File: config.mk
export PLATFORM = sky130hd
export DESIGN_NAME = clk_freq_monitor
export DESIGN_NICKNAME = d
export VERILOG_FILES = /design/src/rtl/clk_freq_monitor.sv
export SDC_FILE = /design/constraint.sdc
export NUM_CORES = 1
export LEC_CHECK = 0
export BUFFER_PORTS_ARGS = -buffer_cell sky130_fd_sc_hd__clkbuf_2
export CAP_MARGIN = 20
export CORE_MARGIN = 4
export CORE_UTILIZATION = 45
export CTS_CLUSTER_DIAMETER = 50
export CTS_CLUSTER_SIZE = 8
export DETAILED_ROUTE_END_ITERATION = 16
export GPL_ROUTABILITY_DRIVEN = 0
export HOLD_SLACK_MARGIN = 0.15
export PLACE_DENSITY_LB_ADDON = 0.25
export SETUP_SLACK_MARGIN = 0.3
export SYNTH_ARGS = -nofsm -noshare
export SYNTH_HDL_FRONTEND = slang
export SYNTH_SLANG_ARGS = --single-unit
File: constraint.sdc
create_clock -name clk_i -period 8.9 [get_ports clk_i]
set_input_delay 1.78 -clock clk_i [delete_from_list [all_inputs] [get_ports clk_i]]
set_output_delay 1.78 -clock clk_i [all_outputs]
set_load 0.01 [all_outputs]
File: src/rtl/clk_freq_monitor.sv
`default_nettype none
// ============================================================================
// Module  : clk_freq_monitor
// Brief   : Counts rising edges of an asynchronous monitored clock over a
//           programmable gate window in the clk_i domain, range-checks each
//           window and declares lock after LOCK_COUNT consecutive good windows.
//           Build option: define CLK_FREQ_MON_STICKY_LOSS_EN for a sticky lost_o.
// Revision: 1.0 - initial release
// ============================================================================
module clk_freq_monitor #(
    parameter int WIN_WIDTH  = 16,
    parameter int CNT_WIDTH  = 16,
    parameter int LOCK_COUNT = 4
) (
    input  logic                 clk_i,
    input  logic                 srst_i,
    input  logic                 enable_i,
    input  logic                 meas_i,
    input  logic [WIN_WIDTH-1:0] win_len_i,
    input  logic [CNT_WIDTH-1:0] exp_cnt_i,
    input  logic [CNT_WIDTH-1:0] tol_i,
    output logic [CNT_WIDTH-1:0] count_o,
    output logic                 count_valid_o,
    output logic                 in_range_o,
    output logic                 locked_o,
    output logic                 lost_o
);

    // good_cnt only needs to hold 0..LOCK_COUNT-1; reaching LOCK_COUNT is a transition
    localparam int                   GOOD_W      = (LOCK_COUNT > 1) ? $clog2(LOCK_COUNT) : 1;
    localparam logic [GOOD_W-1:0]    c_GOOD_LAST = GOOD_W'(LOCK_COUNT - 1);
    localparam logic [WIN_WIDTH-1:0] c_WIN_ONE   = WIN_WIDTH'(1);

    typedef enum logic [1:0] {
        ST_IDLE    = 2'd0,
        ST_ACQUIRE = 2'd1,
        ST_LOCKED  = 2'd2
    } state_t;

    state_t               r_state;
    state_t               w_state_nxt;
    logic                 r_sync1;
    logic                 r_sync2;
    logic                 r_sync3;
    logic [WIN_WIDTH-1:0] r_win_cnt;
    logic [CNT_WIDTH-1:0] r_edge_cnt;
    logic [GOOD_W-1:0]    r_good_cnt;
    logic [GOOD_W-1:0]    w_good_nxt;
    logic [CNT_WIDTH-1:0] r_count;
    logic                 r_count_valid;
    logic                 r_in_range;
    logic                 r_lost;

    logic                 w_edge;
    logic                 w_win_end;
    logic                 w_in_range;
    logic                 w_lose;
    logic [WIN_WIDTH-1:0] w_win_load;
    logic [CNT_WIDTH-1:0] w_final_cnt;
    logic [CNT_WIDTH:0]   w_cnt_ext;
    logic [CNT_WIDTH:0]   w_exp_ext;
    logic [CNT_WIDTH:0]   w_diff;

    assign w_edge      = r_sync2 & ~r_sync3;
    assign w_win_load  = (win_len_i == '0) ? c_WIN_ONE : win_len_i;
    assign w_win_end   = (r_state != ST_IDLE) && (r_win_cnt == c_WIN_ONE);
    // An edge in the closing cycle still belongs to the closing window
    assign w_final_cnt = (w_edge && (r_edge_cnt != '1)) ? r_edge_cnt + CNT_WIDTH'(1) : r_edge_cnt;

    assign w_cnt_ext   = {1'b0, w_final_cnt};
    assign w_exp_ext   = {1'b0, exp_cnt_i};
    assign w_diff      = (w_cnt_ext >= w_exp_ext) ? (w_cnt_ext - w_exp_ext) : (w_exp_ext - w_cnt_ext);
    assign w_in_range  = (w_diff <= {1'b0, tol_i});

    always_comb begin
        w_state_nxt = r_state;
        w_good_nxt  = r_good_cnt;
        w_lose      = 1'b0;
        if (!enable_i) begin
            w_state_nxt = ST_IDLE;
            w_good_nxt  = '0;
        end else begin
            case (r_state)
                ST_IDLE: begin
                    w_state_nxt = ST_ACQUIRE;
                    w_good_nxt  = '0;
                end
                ST_ACQUIRE: begin
                    if (w_win_end) begin
                        if (!w_in_range) begin
                            w_good_nxt = '0;
                        end else if (r_good_cnt == c_GOOD_LAST) begin
                            w_state_nxt = ST_LOCKED;
                            w_good_nxt  = '0;
                        end else begin
                            w_good_nxt = r_good_cnt + GOOD_W'(1);
                        end
                    end
                end
                ST_LOCKED: begin
                    if (w_win_end && !w_in_range) begin
                        w_state_nxt = ST_ACQUIRE;
                        w_good_nxt  = '0;
                        w_lose      = 1'b1;
                    end
                end
                default: begin
                    w_state_nxt = ST_IDLE;
                    w_good_nxt  = '0;
                end
            endcase
        end
    end

    always_ff @(posedge clk_i) begin
        if (srst_i) begin
            r_sync1       <= 1'b0;
            r_sync2       <= 1'b0;
            r_sync3       <= 1'b0;
            r_state       <= ST_IDLE;
            r_good_cnt    <= '0;
            r_win_cnt     <= '0;
            r_edge_cnt    <= '0;
            r_count       <= '0;
            r_count_valid <= 1'b0;
            r_in_range    <= 1'b0;
            r_lost        <= 1'b0;
        end else begin
            r_sync1       <= meas_i;
            r_sync2       <= r_sync1;
            r_sync3       <= r_sync2;
            r_state       <= w_state_nxt;
            r_good_cnt    <= w_good_nxt;
            r_count_valid <= 1'b0;
            if (!enable_i) begin
                r_win_cnt  <= '0;
                r_edge_cnt <= '0;
                r_in_range <= 1'b0;
            end else if (r_state == ST_IDLE) begin
                // Leaving IDLE: the first window begins with the next cycle
                r_win_cnt  <= w_win_load;
                r_edge_cnt <= '0;
            end else if (w_win_end) begin
                r_win_cnt     <= w_win_load;
                r_edge_cnt    <= '0;
                r_count       <= w_final_cnt;
                r_count_valid <= 1'b1;
                r_in_range    <= w_in_range;
            end else begin
                r_win_cnt  <= r_win_cnt - c_WIN_ONE;
                r_edge_cnt <= w_final_cnt;
            end
`ifdef CLK_FREQ_MON_STICKY_LOSS_EN
            if (!enable_i) begin
                r_lost <= 1'b0;
            end else if (w_lose) begin
                r_lost <= 1'b1;
            end
`else
            r_lost <= w_lose;
`endif
        end
    end

    assign count_o       = r_count;
    assign count_valid_o = r_count_valid;
    assign in_range_o    = r_in_range;
    assign locked_o      = (r_state == ST_LOCKED);
    assign lost_o        = r_lost;

endmodule
`default_nettype wire

# Word level (Yosys, flattened, before mapping)
# Index checks and enable logic that the tools add are counted.
# Widths: inputs -> output; s select.
word_totals:
  reg_bits: 58
  input_bits: 52
  out_inout_bits: 20
  word_cells: 64
op_classes:
  n_addsub: 5
  magnitude_cmp: 2
  eq_ne: 9
  muxes: 17
  bitwise_logic: 5
  n_reduce_logical: 15
op_table:
  columns: ["cell", "count"]
  rows:
  - ["$mux 16", 4]
  - ["$sub 16x16->17", 2]
  - ["$le 17x16->1", 1]
  - ["$mux 17", 1]
  - ["$add 16x1->16 const B", 1]
  - ["$eq 16x1->1 const B", 1]
  - ["$ge 16x16->1", 1]
  - ["$logic_not 16->1", 1]
  - ["$mux 2", 8]
  - ["$ne 16x16->1 const B", 1]
  - ["$sub 16x1->16 const B", 1]
  - ["$ne 2x2->1 const B", 3]
  - ["$pmux 2 s3", 1]
  - ["$reduce_or 3->1", 2]
  - ["$eq 2x2->1 const B", 2]
  - ["$not 1->1", 4]
  - ["$pmux 2 s2", 1]
  - ["$reduce_and 2->1", 2]
  - ["$reduce_and 4->1", 1]
  - ["$reduce_or 4->1", 1]
  - ["$logic_and 1x1->1", 3]
  - ["$reduce_and 3->1", 1]
  - ["$add 2x1->2 const B", 1]
  - ["$eq 2x1->1 const B", 1]
  - ["other kinds (7)", 8]

# Logic depth before layout (Yosys ltp)
# Gate-level depths: netlist of run 1.
depth:
  word_depth: 11
  mapped_depth: 29
  depth_no_buf: 25

# Worst setup path before layout of run 1
# No wires, ideal clock.
synth_path:
  kind: "reg-to-reg"
  startpoint: "reg r_edge_cnt[5]"
  endpoint: "reg r_state[0]"
  setup_ns: 0.129
  arrival_ns: 5.843
  required_ns: 8.771
  slack_ns: 2.928
  path_stages_with_launch: 29
  path_buffers: 4
  synth_period_minus_slack_ns: 5.972
  cell_sequence: "dfxtp_1 nand3_1 or3_1 o41ai_4 or3_1 buf_4 nor2_1 nand2_1 xor2_1 inv_1 ha_1 buf_2 nand2_1 o21ai_2 a2111oi_4 nand3_1 buf_2 buf_2 a21oi_1 xor2_1 ha_1 a21o_1 a21o_1 a221o_1 o21a_1 o41a_1 a41oi_4 a31o_1 a211oi_2"
synth_via:
  elab_chain_len: 10
  elab_cells_between_ends: 14
  cone_classes: "3 x add/sub; 2 x order compare; 3 x eq/ne; 2 x mux; 4 x reduce/logical"
synth_lines:
  columns: ["item", "line", "rtl"]
  rows:
  - ["from (decl)", "46", "logic [CNT_WIDTH-1:0] r_edge_cnt;"]
  - ["from (signal assigned)", "151", "r_edge_cnt <= w_final_cnt;"]
  - ["branches (longest 2 deep; another with $add 16x1->16)", null, null]
  - ["$mux 16 (*)", "68", "assign w_final_cnt = (w_edge && (r_edge_cnt != '1)) ? r_edge_cnt + CNT_WIDTH'(1) : r_edge_cnt;"]
  - ["via w_final_cnt[11]", "59", "logic [CNT_WIDTH-1:0] w_final_cnt;"]
  - ["$sub 16x16->17 or $ge 16x16->1 (tied branches)", "72", "assign w_diff = (w_cnt_ext >= w_exp_ext) ? (w_cnt_ext - w_exp_ext) : (w_exp_ext - w_cnt_ext);"]
  - ["$mux 17 (*)", "72", null]
  - ["$le 17x16->1 (*)", "73", "assign w_in_range = (w_diff <= {1'b0, tol_i});"]
  - ["$logic_not 1->1", "101", "if (w_win_end && !w_in_range) begin"]
  - ["$logic_and 1x1->1", "101", null]
  - ["$ne 2x1->1 (no source line)", null, null]
  - ["$reduce_and 4->1 (no source line) (*)", null, null]
  - ["to (signal assigned)", "132", "r_state <= w_state_nxt;"]
  - ["to (decl)", "40", "state_t r_state;"]
# Mark *: on every way through the listed nets, which the timed path passes.
# A chain may end at the register's enable or synchronous reset.

# Worst setup path after layout of run 1
# Same ends and word-level chain as after synthesis.

==> run summary, run 1 <==
The flow ran to the end, and the final reports show no timing, DRC or antenna violations. The count of endpoints failing hold in the final timing report was 0. The count of yosys warnings during synthesis came out at 0. The count of clock tree sinks is 58. The detailed-route wire length per cell came out at 14.5 um. In this design, the stage delay of the slowest critical-path cell is 0.70 ns.

Port buffering added 71 buffers. The min-delay analysis places its worst path in the category reg2reg. Clock-pin slew was measured on the worst setup and hold paths at 0.07 ns. The number of filler cells placed in the layout came out at 985. STA classifies the critical path startpoint as a flop. Summed over all cells, the static leakage comes to 2.52 nW. Counting flops and latches in the post-synthesis netlist gives 58. The clock buffer count from CTS is 9. The global-route wire length before repair came out at 18.2 mm.

The area of placed instances is 0.00501 mm^2. The tree is rooted in a sky130_fd_sc_hd__clkbuf_8. After clock tree synthesis, the repair step resized 0 gates.

The critical path arrival is 7.41 ns. The total congestion overflow after global routing is 0. By area the synthesized netlist is led by sky130_fd_sc_hd__dfxtp_1, sky130_fd_sc_hd__ha_1, sky130_fd_sc_hd__nor2_1, sky130_fd_sc_hd__a211oi_1, sky130_fd_sc_hd__inv_1. The worst path uses 81.1% of the clock period. Sorting the synthesized cells by how often they occur yields sky130_fd_sc_hd__nor2_1, sky130_fd_sc_hd__inv_1, sky130_fd_sc_hd__dfxtp_1, sky130_fd_sc_hd__ha_1, sky130_fd_sc_hd__a211oi_1. The length of the first detailed-routing pass in iterations came out at 5. The count of pins on the block boundary is 72. The met2 wire length came out at 5.60 mm. Counting every net in the synthesized netlist gives 680.

The final number of setup-violating endpoints is 0. The time the final worst path needs with I/O delays and setup came out at 7.22 ns. After routing the design area is 0.00528 mm^2. For this block, the initial DRC count from the detailed router was 209. The HPWL after detailed placement came out at 8.89 mm. The share of post-route cells with drive strength above 1 is 16.4%.

After synthesis the cells add up to 0.00462 mm^2. The top cell type's share of synthesized area is 25.1%. The mean area per synthesized cell came out at 8.07 um^2. The later-pin clock latency in the skew report is 0.33 ns. The maximum achievable frequency is 139 MHz. The maximum vdd drop is 0.0923 mV. The clock tree from TritonCTS is yes. The fraction of registers with async set or reset after synthesis is 0%. On the critical path, the stage with the largest delay is an instance of sky130_fd_sc_hd__nand3_1. The via count of the first global-routing pass is 4006.

The routed design uses 516 um of met3 wire. Routed signal wires occupy layers up through met4. The number of different library cells used by synthesis comes to 63.

The count of flip-flops with a built-in enable after synthesis is 0. After detailed routing, the wire length on met1 is 4.94 mm. The core footprint came out at 0.00991 mm^2. The total power divided by cell area is 130 mW/mm^2.

The routed design has 11.1 mm of wire. The detail route stage leaves a number of antenna-violating nets equal to 0. The number of levels the H-tree was split into is 3. The synthesis-to-finish area growth is 14.2%.

STA classifies the critical path endpoint as a flop. The number of buffers on the longest clock path came out at 2. The area of combinational cells with multiple inputs came out at 0.00310 mm^2. In this run the worst path has a maximum fanout of 21. The required time of the critical path came out at 9.09 ns. The remaining max-slew budget at the tightest pin came out at 41.1%. The number of vias in the routed layout came out at 4136. The pin slew with the least headroom to its limit is 0.882 ns. The post-synthesis cell type with the largest combined area is sky130_fd_sc_hd__dfxtp_1. The cell count after synthesis came out at 573. Of the synthesized area, sequential elements account for 25.1%. The overall die height is 109 um.

In this run, placement finished with an instance count of 752. The largest net degree at the start of global routing came out at 33. The worst clock skew came out at 0.00996 ns. The critical path is of the reg2reg type. The tool flagged a number of max-cap violations equal to 0. Setup repair after global routing left no endpoint under its margin. The number of cell rows came out at 36. In the post-synthesis netlist, the cell with the most instances is sky130_fd_sc_hd__nor2_1.

The number of antenna diodes in the final layout is 0. The final setup TNS came out at 0 ns. After the last flow step, the layout net total stands at 738.

The dominant register cell in the synthesized netlist is sky130_fd_sc_hd__dfxtp_1. Global routing used 18.9% of the available tracks across all layers. The initial antenna violation count came out at 0.

The sequential cells in the finished layout cover a total of 0.00116 mm^2. After detailed routing, the number of remaining DRC violations is 0. The via-per-instance ratio is 5.38. The number of buffers inserted to repair setup after CTS came out at 0. The floorplan step defined a die boundary enclosing 0.0120 mm^2. The number of hold buffers added after cts is 0.

In this run the horizontal extent of the chip is 109 um. The final count of pins violating max slew came to 0. The non-filler instance count after layout came out at 769. For this configuration, the core starts out at a cell density of 46.6%.
## per-layer routing
layer / GRT usage [%] / up-vias
met5: 0 / -
met4: 3.56 / 0
met3: 3.99 / 8
met2: 34.0 / 97
met1: 23.4 / 1913
li1: - / 2118
## critical path, delay by kind of cell, from the launching register on
| family | cells | cell delay (ns) |
|---|---|---|
| flip-flops | 1 | 0.39 |
| AO/OA/AOI/OAI | 12 | 3.41 |
| AND/OR/NAND/NOR | 8 | 2.12 |
| adder cells (fa/ha/maj) | 2 | 0.69 |
| XOR/XNOR | 2 | 0.40 |
| buffers and inverters | 1 | 0.07 |
## metrics by stage
step	power (mW)	hold slack, ns	util [%]	worst slack (ns)
floorplan	0.368	0.414	-	2.93
global placement	0.400	0.435	50.6	2.06
detailed placement	0.404	0.429	50.6	1.78
CTS	0.692	0.431	53.0	1.79
global route	0.723	0.448	53.2	1.27
finish	0.686	0.438	53.2	1.68
## worst paths after layout
check	start	end	slack (ns)	cells past startpoint
worst max register to register	r_edge_cnt[5]$_SDFF_PP0_	r_state[0]$_SDFFE_PP0P_	1.68	25
worst max-delay path	r_edge_cnt[5]$_SDFF_PP0_	r_state[0]$_SDFFE_PP0P_	1.68	25
worst min-delay path	r_sync1$_SDFF_PP0_	r_sync2$_SDFF_PP0_	0.44	1
worst min register to register	r_sync1$_SDFF_PP0_	r_sync2$_SDFF_PP0_	0.44	1
## cell usage in the layout, fill, tap and decap left out, types with 4 or more instances in the layout
master / Yosys / layout
sky130_fd_sc_hd__clkbuf_8: 0 / 12
sky130_fd_sc_hd__ha_1: 53 / 53
sky130_fd_sc_hd__o21bai_1: 5 / 5
sky130_fd_sc_hd__xor2_1: 19 / 19
sky130_fd_sc_hd__nand2_1: 27 / 27
sky130_fd_sc_hd__a211o_1: 4 / 4
sky130_fd_sc_hd__and3_1: 8 / 8
sky130_fd_sc_hd__nor2b_1: 14 / 14
sky130_fd_sc_hd__dfxtp_1: 58 / 58
sky130_fd_sc_hd__a211oi_1: 30 / 30
sky130_fd_sc_hd__o21ai_0: 17 / 17
sky130_fd_sc_hd__a21o_1: 16 / 16
sky130_fd_sc_hd__nand4_1: 8 / 8
sky130_fd_sc_hd__a21oi_1: 26 / 26
sky130_fd_sc_hd__nor4_1: 7 / 7
sky130_fd_sc_hd__nand3_1: 13 / 13
sky130_fd_sc_hd__nor2_1: 78 / 78
sky130_fd_sc_hd__clkbuf_2: 0 / 71
sky130_fd_sc_hd__mux2i_1: 6 / 6
sky130_fd_sc_hd__a31oi_1: 5 / 5
sky130_fd_sc_hd__xnor2_1: 21 / 21
sky130_fd_sc_hd__a311oi_1: 4 / 4
sky130_fd_sc_hd__and2_1: 5 / 5
sky130_fd_sc_hd__nor3_1: 10 / 10
sky130_fd_sc_hd__inv_1: 60 / 60
## kinds of logic (layout without fill, tap and decap cells)
family | after synthesis | in the layout | share of synthesized area, %
xor+xnor | 41 | 41 | 7.93
mux | 6 | 6 | 1.30
fa+ha+maj | 55 | 55 | 15.2
compound gates | 137 | 137 | 22.1
buf+inv | 86 | 149 | 7.90
flops | 58 | 58 | 25.1
simple gates | 190 | 190 | 20.4
## layout make-up
| cell class | count | area share (%) |
|---|---|---|
| Clock inverter | 4 | 1.38 |
| Timing Repair Buffer | 73 | 7.40 |
| Inverter | 60 | 4.27 |
| Multi-Input combinational cell | 429 | 58.7 |
| Sequential cell | 58 | 22.0 |
| Tap cell | 133 | 3.15 |
| Clock buffer | 12 | 3.13 |
## report_power, final
part           total (mW)  switching, mW  internal [mW]
registers           0.269        0.00462          0.265
logic               0.131         0.0742         0.0565
clock network       0.286          0.106          0.180
total               0.686          0.185          0.501
## flip-flops by register name (all words and copies together) (netlist names)
name and count:
count_valid_o 1, r_sync3 1, r_edge_cnt 16, in_range_o 1, count_o 16, r_good_cnt 2, r_sync1 1, lost_o 1
r_win_cnt 16, r_sync2 1, r_state 2
No activity file was read; power rests on OpenSTA's default activity.
==> inputs of run 2 (changes only) <==
clock period = 7.2 ns   (was 8.9 ns; I/O delays follow)
==> run 2 against run 1 <==
Largest power group is now sequential cells. First-iteration DRC count is 14% lower. Total power is 21% higher. Critical path type unchanged. Clock skew barely moved. Final cell count rose by 1.2%. Critical endpoint unchanged. Setup slack got worse by 0.86 ns.
==> run summary, run 2 (synthesis results as in run 1) <==
The count of endpoints failing hold in the final timing report was 0 (unchanged). Run status: finished clean (unchanged). The final worst-path setup slack is 0.829 ns (was 1.68 ns).

The maximum achievable frequency was 157 MHz (was 139 MHz). The total power divided by cell area came out at 155 mW/mm^2 (was 130 mW/mm^2). The commonest non-fill, non-tap cell in the layout is sky130_fd_sc_hd__nor2_1 (unchanged). The share of total power in sequential cells is 40.3% (was 39.3%). The critical path arrival came out at 6.56 ns (was 7.41 ns). The combinational cell fraction of total power came out at 19.4% (was 19.1%). The synthesis-to-finish area growth came out at 15.3% (was 14.2%). The number of levels the H-tree was split into is 3 (unchanged). The maximum vdd drop came out at 0.129 mV (was 0.0923 mV). The HPWL after detailed placement is 8.91 mm (was 8.89 mm).

The count of clock tree sinks came out at 58 (unchanged). The required time of the critical path came out at 7.39 ns (was 9.09 ns). The detailed-route wire length per cell is 14.2 um (was 14.5 um). The total congestion overflow after global routing came to 0 (unchanged).

The startpoint of the worst setup timing path is r_edge_cnt[0]$_SDFF_PP0_ (was r_edge_cnt[5]$_SDFF_PP0_). The post-placement worst setup slack is 0.550 ns (was 1.78 ns). The master cell of the clock root buffer is sky130_fd_sc_hd__clkbuf_8 (unchanged). The later-pin clock latency in the skew report came to 0.34 ns (was 0.33 ns). The static leakage is 2.55 nW (was 2.52 nW).

The total global-route track usage is 18.9% (about the same). The share of post-route cells with drive strength above 1 was 17.5% (was 16.4%). The total die area was 0.0120 mm^2 (unchanged).

The final number of setup-violating endpoints is 0 (unchanged). The reg-to-reg startpoint is r_edge_cnt[0]$_SDFF_PP0_ (was r_edge_cnt[5]$_SDFF_PP0_). The total power is 0.827 mW (was 0.686 mW).

The proportion of total power due to net switching was 27.4% (was 26.9%). The clock buffer count from CTS came out at 9 (unchanged). Commonest cells after routing, fill and taps aside: sky130_fd_sc_hd__nor2_1, sky130_fd_sc_hd__clkbuf_2, sky130_fd_sc_hd__inv_1 (unchanged). The final setup TNS came out at 0 ns (unchanged). The initial core utilization was 46.6% (unchanged). The clock network fraction of total power is 40.3% (was 41.7%). The switching power came to 0.226 mW (was 0.185 mW). The clock slew at the register clock pins of the worst setup and hold paths is 0.07 ns (about the same). The number of buffers on the longest clock path is 2 (unchanged). The via-per-instance ratio was 5.40 (was 5.38). The worst clock skew came to 0.0100 ns (was 0.00996 ns).

The pin slew with the least headroom to its limit came out at 0.703 ns (was 0.882 ns). The clock tree from TritonCTS was yes (unchanged). The remaining design rule violation count is 0 (unchanged). The number of buffers inserted by port buffering is 71 (unchanged). The antenna diode count came out at 0 (unchanged).

The core footprint came to 0.00991 mm^2 (unchanged). The kind of start point of the critical path is a flop (unchanged). The hold path startpoint is r_sync2$_SDFF_PP0_ (was r_sync1$_SDFF_PP0_). The share of the clock period used by the worst path came out at 88.5% (was 81.1%). The count of pins on the block boundary was 72 (unchanged).

The total number of nets in the final design came to 747 (was 738). The width of the chip is 109 um (unchanged). The largest net degree at the start of global routing is 33 (unchanged). The via count of the first global-routing pass came out at 4082 (was 4006). The maximum fanout along the worst path came out at 11 (was 21).

The residual antenna-violating net count after detailed routing is 0 (unchanged). The length of the first detailed-routing pass in iterations was 7 (was 5). The final count of pins violating max slew was 0 (unchanged). The global-route wire length before repair came out at 18.0 mm (was 18.2 mm). The class of the tightest hold or removal check is reg2reg (unchanged). The max-capacitance violation count is 0 (unchanged).

The initial antenna violation count came out at 0 (unchanged). The endpoint class of the critical path is a flop (unchanged). The number of cell rows came to 36 (unchanged). The number of DRC markers after the initial detailed-route iteration is 179 (was 209). The final routed wirelength across all metal layers is 11.1 mm (about the same). The remaining max-slew budget at the tightest pin was 53.1% (was 41.1%).

The overall die height is 109 um (unchanged). The time the final worst path needs with I/O delays and setup is 6.37 ns (was 7.22 ns). The type of the setup path with the least slack is reg2reg (unchanged). RSZ-0062 raised after global routing: false (unchanged). The internal power consumption is 0.601 mW (was 0.501 mW).

The number of vias in the routed layout was 4204 (was 4136).
run 2: layout make-up:
type / instances / area, um^2
flip-flops and latches: 58 / 1160
repair buffers: 82 / 458
multi-input cells: 429 / 3100
well taps: 133 / 166
inverters: 60 / 225
clock buffers: 11 / 141
fillers: 970 / 4580
clock inverters: 5 / 77.6
run 2: power groups by stage:
stage	combinational [mW]	sequential, mW	clock [mW]
2_1_floorplan	0.116	0.339	0
3_3_place_gp	0.155	0.340	0
3_5_place_dp	0.159	0.340	0
4_1_cts	0.161	0.333	0.344
5_1_grt	0.182	0.334	0.356
6_report	0.161	0.333	0.333
run 2: routing by layer:
metal / global-route usage [%] / vias up / part of all wire, %
li1: - / 2137 / -
met1: 22.4 / 1940 / 43
met2: 33.4 / 111 / 51
met3: 3.76 / 16 / 5.0
met4: 7.30 / 0 / 1.6
met5: 0 / - / 0
run 2: worst paths after layout:
check	cells after the start	endpoint	slack (ns)
hold reg to reg	1	r_sync3$_SDFF_PP0_	0.46
setup / recovery	23	r_state[0]$_SDFFE_PP0P_	0.83
hold / removal	1	r_sync3$_SDFF_PP0_	0.46
setup reg to reg	23	r_state[0]$_SDFFE_PP0P_	0.83
run 2: per-stage QoR:
stage	cell area [um^2]	std cells	util [%]	hold slack [ns]
2_1_floorplan	4620	573	-	0.414
3_3_place_gp	5060	759	51.1	0.437
3_5_place_dp	5060	759	51.1	0.431
4_1_cts	5280	775	53.3	0.463
5_1_grt	5330	778	53.8	0.462
6_report	5330	778	53.8	0.460
run 2: worst max-delay path, stage by stage, from the launching register on:
cell                       delay (ns)
sky130_fd_sc_hd__dfxtp_1         0.37
sky130_fd_sc_hd__ha_1            0.22
sky130_fd_sc_hd__nand4_1         0.25
sky130_fd_sc_hd__o41ai_4         0.50
sky130_fd_sc_hd__or3_1           0.28
sky130_fd_sc_hd__nor2_1          0.09
sky130_fd_sc_hd__and2_1          0.18
sky130_fd_sc_hd__xnor2_2         0.21
sky130_fd_sc_hd__inv_1           0.07
sky130_fd_sc_hd__ha_1            0.43
sky130_fd_sc_hd__and3_1          0.29
sky130_fd_sc_hd__nand3_1         0.15
sky130_fd_sc_hd__a211o_1         0.37
sky130_fd_sc_hd__nand3_2         0.21
sky130_fd_sc_hd__mux2i_1         0.42
sky130_fd_sc_hd__xor2_1          0.19
sky130_fd_sc_hd__ha_1            0.26
sky130_fd_sc_hd__and4_1          0.19
sky130_fd_sc_hd__a221o_1         0.35
sky130_fd_sc_hd__o21a_1          0.18
sky130_fd_sc_hd__o41a_1          0.40
sky130_fd_sc_hd__a41oi_4         0.33
sky130_fd_sc_hd__a31o_1          0.22
sky130_fd_sc_hd__a211oi_2        0.07
run 2: repair_timing:
item | in CTS | in global routing
endpoints found under the setup margin | 0 | 6
resized for setup | 0 | 1
hold buffers | 0 | 0
setup buffers | 0 | 2
